$ cat src/rtl/morse_encoder.sv
// morse_encoder: letter code to on/off keying serialiser.
// Feeds the Morse decoder; letter codes match its output.
module morse_encoder #(
  parameter int UNIT = 4
) (
  input  logic       clk,
  input  logic       rst_n,
  input  logic [4:0] letter_in,
  input  logic       valid_in,
  output logic       ready_out,
  output logic       out,
  output logic       busy,
  output logic       err
);

  localparam int CW = $clog2(3 * UNIT) + 1;

  localparam logic [2:0] IDLE = 3'd0;
  localparam logic [2:0] MARK = 3'd1;
  localparam logic [2:0] EGAP = 3'd2;
  localparam logic [2:0] LGAP = 3'd3;
  localparam logic [2:0] WGAP = 3'd4;

  // The IDLE cycle is the last silent cycle of a letter or
  // word gap, so back-to-back codes get exact 3/7 unit gaps.
  localparam logic [CW-1:0] D_DOT = CW'(UNIT - 1);
  localparam logic [CW-1:0] D_DSH = CW'(3 * UNIT - 1);
  localparam logic [CW-1:0] D_LG  = CW'(3 * UNIT - 2);
  localparam logic [CW-1:0] D_WG  = CW'(4 * UNIT - 2);

  logic [2:0]    state, nstate;
  logic [CW-1:0] cnt, ncnt;
  logic [3:0]    pat, npat;
  logic [1:0]    rem, nrem;
  logic          nerr;
  logic [6:0]    ent;

  // {len[2:0], pattern[3:0]} with the pattern left-aligned
  function automatic logic [6:0] rom(input logic [4:0] c);
    logic [6:0] r;
    case (c)
      5'd0:    r = {3'd2, 4'b0100};
      5'd1:    r = {3'd4, 4'b1000};
      5'd2:    r = {3'd4, 4'b1010};
      5'd3:    r = {3'd3, 4'b1000};
      5'd4:    r = {3'd1, 4'b0000};
      5'd5:    r = {3'd4, 4'b0010};
      5'd6:    r = {3'd3, 4'b1100};
      5'd7:    r = {3'd4, 4'b0000};
      5'd8:    r = {3'd2, 4'b0000};
      5'd9:    r = {3'd4, 4'b0111};
      5'd10:   r = {3'd3, 4'b1010};
      5'd11:   r = {3'd4, 4'b0100};
      5'd12:   r = {3'd2, 4'b1100};
      5'd13:   r = {3'd2, 4'b1000};
      5'd14:   r = {3'd3, 4'b1110};
      5'd15:   r = {3'd4, 4'b0110};
      5'd16:   r = {3'd4, 4'b1101};
      5'd17:   r = {3'd3, 4'b0100};
      5'd18:   r = {3'd3, 4'b0000};
      5'd19:   r = {3'd1, 4'b1000};
      5'd20:   r = {3'd3, 4'b0010};
      5'd21:   r = {3'd4, 4'b0001};
      5'd22:   r = {3'd3, 4'b0110};
      5'd23:   r = {3'd4, 4'b1001};
      5'd24:   r = {3'd4, 4'b1011};
      5'd25:   r = {3'd4, 4'b1100};
      default: r = 7'd0;
    endcase
    return r;
  endfunction

  assign ready_out = (state == IDLE);
  assign ent       = rom(letter_in);

  // next-state, duration counter and element sequencing
  always_comb begin
    nstate = state;
    ncnt   = cnt;
    npat   = pat;
    nrem   = rem;
    nerr   = 1'b0;
    case (state)
      IDLE: begin
        if (valid_in) begin
          if (letter_in == 5'd31) begin
            nstate = WGAP;
            ncnt   = D_WG;
          end else if (letter_in <= 5'd25) begin
            nstate = MARK;
            npat   = ent[3:0];
            nrem   = 2'(ent[6:4] - 3'd1);
            ncnt   = ent[3] ? D_DSH : D_DOT;
          end else begin
            nerr   = 1'b1;
          end
        end
      end
      MARK: begin
        if (cnt != '0) begin
          ncnt = cnt - 1'b1;
        end else if (rem != 2'd0) begin
          nstate = EGAP;
          ncnt   = D_DOT;
          npat   = {pat[2:0], 1'b0};
          nrem   = rem - 2'd1;
        end else begin
          nstate = LGAP;
          ncnt   = D_LG;
        end
      end
      EGAP: begin
        if (cnt != '0) begin
          ncnt = cnt - 1'b1;
        end else begin
          nstate = MARK;
          ncnt   = pat[3] ? D_DSH : D_DOT;
        end
      end
      LGAP, WGAP: begin
        if (cnt != '0) begin
          ncnt = cnt - 1'b1;
        end else begin
          nstate = IDLE;
        end
      end
      default: begin
        nstate = IDLE;
        ncnt   = '0;
      end
    endcase
  end

  // state and registered outputs
  always_ff @(posedge clk or negedge rst_n) begin
    if (!rst_n) begin
      state <= IDLE;
      cnt   <= '0;
      pat   <= '0;
      rem   <= '0;
      out   <= 1'b0;
      busy  <= 1'b0;
      err   <= 1'b0;
    end else begin
      state <= nstate;
      cnt   <= ncnt;
      pat   <= npat;
      rem   <= nrem;
      out   <= (nstate == MARK);
      busy  <= (nstate != IDLE);
      err   <= nerr;
    end
  end

endmodule

$ cat config.mk
export PLATFORM = sky130hd
export DESIGN_NAME = morse_encoder
export DESIGN_NICKNAME = d
export VERILOG_FILES = /design/src/rtl/morse_encoder.sv
export SDC_FILE = /design/constraint.sdc
export NUM_CORES = 1
export LEC_CHECK = 0
export CAP_MARGIN = 20
export CORE_MARGIN = 1.5
export CORE_UTILIZATION = 45
export DETAILED_ROUTE_END_ITERATION = 8
export PLACE_DENSITY_LB_ADDON = 0.08
export SLEW_MARGIN = 30
export SYNTH_ARGS = -nofsm -noshare
export SYNTH_HDL_FRONTEND = slang
export SYNTH_SLANG_ARGS = --single-unit
$ cat constraint.sdc
create_clock -name clk -period 3.39 [get_ports clk]
set_clock_uncertainty 0.2 [all_clocks]
set_input_delay 0.678 -clock clk [delete_from_list [all_inputs] [get_ports clk]]
set_output_delay 0.678 -clock clk [all_outputs]
set_load 0.03 [all_outputs]
==> results.json <==
{
  "outcome": "finished, final reports clean",
  "critPathArrivalTime_ns": 2.96,
  "viasPerCell": 6.13,
  "final_cells": 231,
  "nFillCells": 292,
  "core-area_um2": 3050,
  "rows": 20,
  "syn_area_per_cell_um2": 8.24,
  "yosysWarnings": 0,
  "synthAdderAreaFrac": 0.0595,
  "die_h_um": 59.8,
  "post-route-period-util": 0.873,
  "wl_um": 3660,
  "netlist_area_um2": 1450,
  "fmax_mhz": 338,
  "clkTransAtPathRegs_ns": 0.11,
  "antenna_cells": 0,
  "yosysUniqueCellTypes": 52,
  "final_net_count": 202,
  "synth_top_family_by_area": "compound AO/OA/AOI/OAI gates",
  "cts_tree": "built",
  "grt_pass1_vias": 1316,
  "maxSlewViolCount": 0,
  "grt_util_all_layers": 0.222,
  "dp.final_hpwl_um": 2750,
  "clk_latency_ns": 0.30,
  "area_growth_pct": 13.5,
  "drc": 0,
  "start_util": 0.475,
  "via_count": 1417,
  "dr.pass1.iters": 6,
  "cts_made_buffers": 3,
  "synth-compound-area-share": 0.317,
  "grt_max_degree": 19,
  "drive_above_1_share": 0.123,
  "io_pins": 12,
  "cp-start-kind": "primary input",
  "slowest_stage": "clkdlybuf4s50_1",
  "cts_buffer_depth": 2,
  "drt_iter0_drc": 86,
  "routabilityCongestion": 0.944,
  "final_util": 0.539,
  "period_needed_ns": 2.96,
  "slew-limit-headroom": 0.487,
  "finalSetupViolations": 0,
  "worst_slack_ns": 0.429,
  "p_per_area_nw_per_um2": 768,
  "synth_fp_nets": 190,
  "hold_viol_final": 0,
  "synth-seq-cells": 17,
  "cap_violations": 0,
  "hold_buffers": 0,
  "crit_fanout": 7,
  "die_area_um2": 3570,
  "crit_chain": "clkdlybuf4s50_1, inv_1, ha_1, o21bai_1, a21oi_1, o32ai_1, a31oi_2, nand2_1, a221o_1",
  "async_flop_share": 1.00,
  "ys_seq_area_frac": 0.293,
  "p_leak_nw": 0.679,
  "overflow": 0,
  "fin_setup_tns_ns": 0,
  "hold_class": "flip-flop to flip-flop",
  "cp.required_ns": 3.39,
  "vdd_drop_max_v": 0.000243,
  "synth-simple-area-share": 0.192,
  "synth_ff_type": "dfrtp_1",
  "crit_path_max_incr_delay_ns": 0.58,
  "cts_resized": 0,
  "rsz0062_at_grt": "false",
  "post_cts_buffers": 0,
  "power_mw": 1.26,
  "synth_xor_area_frac": 0.0121,
  "synth_edf_count": 0,
  "seq_area_um2": 425,
  "cts.sinks": 17,
  "cts-root-buf": "clkbuf_4",
  "fp.dieW_um": 59.8,
  "placed_cells": 227,
  "ant_nets": 0,
  "worst_pin_slew_ns": 0.767,
  "crit_type": "primary input to flip-flop",
  "muxShareOfSynthArea": 0.0535,
  "multiInputGateArea_um2": 918,
  "numPortBuffers": 11,
  "synthCells": 176,
  "ctsHtreeMaxLevel": 1,
  "crit_path_end_kind": "flip-flop",
  "antenna_found_initial": 0,
  "dp_slack_ns": 0.133,
  "wl_per_cell_um": 15.8,
  "grt_pass1_wl_um": 6040
}
kinds of logic (layout without fill, tap and decap cells):
group	count (synthesis)	after routing
flip-flops	17	17
adder cells (fa/ha/maj)	7	7
AND/OR/NAND/NOR	54	54
AO/OA/AOI/OAI	65	65
XOR/XNOR	2	2
buffers and inverters	26	37
multiplexers	5	5
final timing paths:
kind	cells after the start	slack, ns	startpoint	end
max	9	0.43	letter_in[1]	cnt[3]
min reg2reg	1	0.34	pat[3]	pat[3]
max reg2reg	8	0.84	cnt[0]	cnt[3]
min	1	0.34	pat[3]	pat[3]
min in group asynchronous	1	0.62	rst_n	state[1]
max in group asynchronous	1	1.89	rst_n	pat[1]
worst max-delay path, delay by kind of cell:
kind | cells | cell delay (ns)
compound gates | 5 | 1.15
fa+ha+maj | 1 | 0.26
buf+inv | 2 | 0.71
simple gates | 1 | 0.16
routing by layer:
layer	GRT usage	wire length, µm	up-vias
li1	-	-	691
met1	0.268	1570	676
met2	0.399	1900	40
met3	0.0281	104	10
met4	0.0794	86	0
met5	0	0	-
power breakdown:
part	total, mW	switching, mW	internal [mW]
Clock	0.113	0.0693	0.0439
Sequential	0.391	0.0994	0.292
Combinational	0.759	0.428	0.330
Total	1.26	0.597	0.666
final cells by class:
class,count,area share
inverter,15,0.0342
clock buffer,3,0.0137
sequential,17,0.259
multi-input combinational,133,0.558
clock inverter,1,0.00304
tap,44,0.0335
timing repair buffer,18,0.0989
Yosys cell counts, types with 2 or more instances:
master	number	area (µm²)
nor3_1	5	25.0
dfrtp_1	17	425
o22ai_1	4	25.0
clkbuf_1	5	18.8
buf_2	4	20.0
nand2b_1	2	12.5
nand2_1	17	63.8
o211ai_1	5	37.5
o21a_1	3	22.5
o21ai_0	11	55.1
a21oi_1	12	60.1
nand4_1	2	12.5
a31oi_1	4	25.0
xor2_1	2	17.5
ha_1	6	75.1
a22oi_1	3	22.5
o32ai_1	3	26.3
nor2b_1	2	12.5
inv_1	14	52.6
nor2_1	10	37.5
mux4_2	2	45.0
a22o_1	2	17.5
a221o_1	2	20.0
mux2_2	2	22.5
or3_1	4	25.0
nand3_1	6	30.0
o311ai_0	2	17.5
stage by stage:
stage	cell area, µm²	hold WS [ns]
3_3_place_gp	1620	0.318
2_1_floorplan	1450	0.182
6_report	1650	0.342
4_1_cts	1650	0.346
5_1_grt	1650	0.361
3_5_place_dp	1620	0.322
flip-flops by register name (all words and copies together) (netlist names):
name	count
pat	4
rem	2
err	1
busy	1
cnt	5
state	3
out	1
cells in the final DEF, fill, tap and decap left out, types with 3 or more instances in the layout:
cell type	instances
o32ai_1	3
clkbuf_4	3
nand3_1	6
nor3_1	5
or3_1	4
inv_1	14
o22ai_1	4
o21ai_0	11
nand2_1	17
nor2_1	10
o21a_1	3
o211ai_1	5
a31oi_1	4
clkdlybuf4s50_1	11
buf_4	7
a22oi_1	3
a21oi_1	12
dfrtp_1	17
ha_1	6
(Power assumes the default switching activity.)
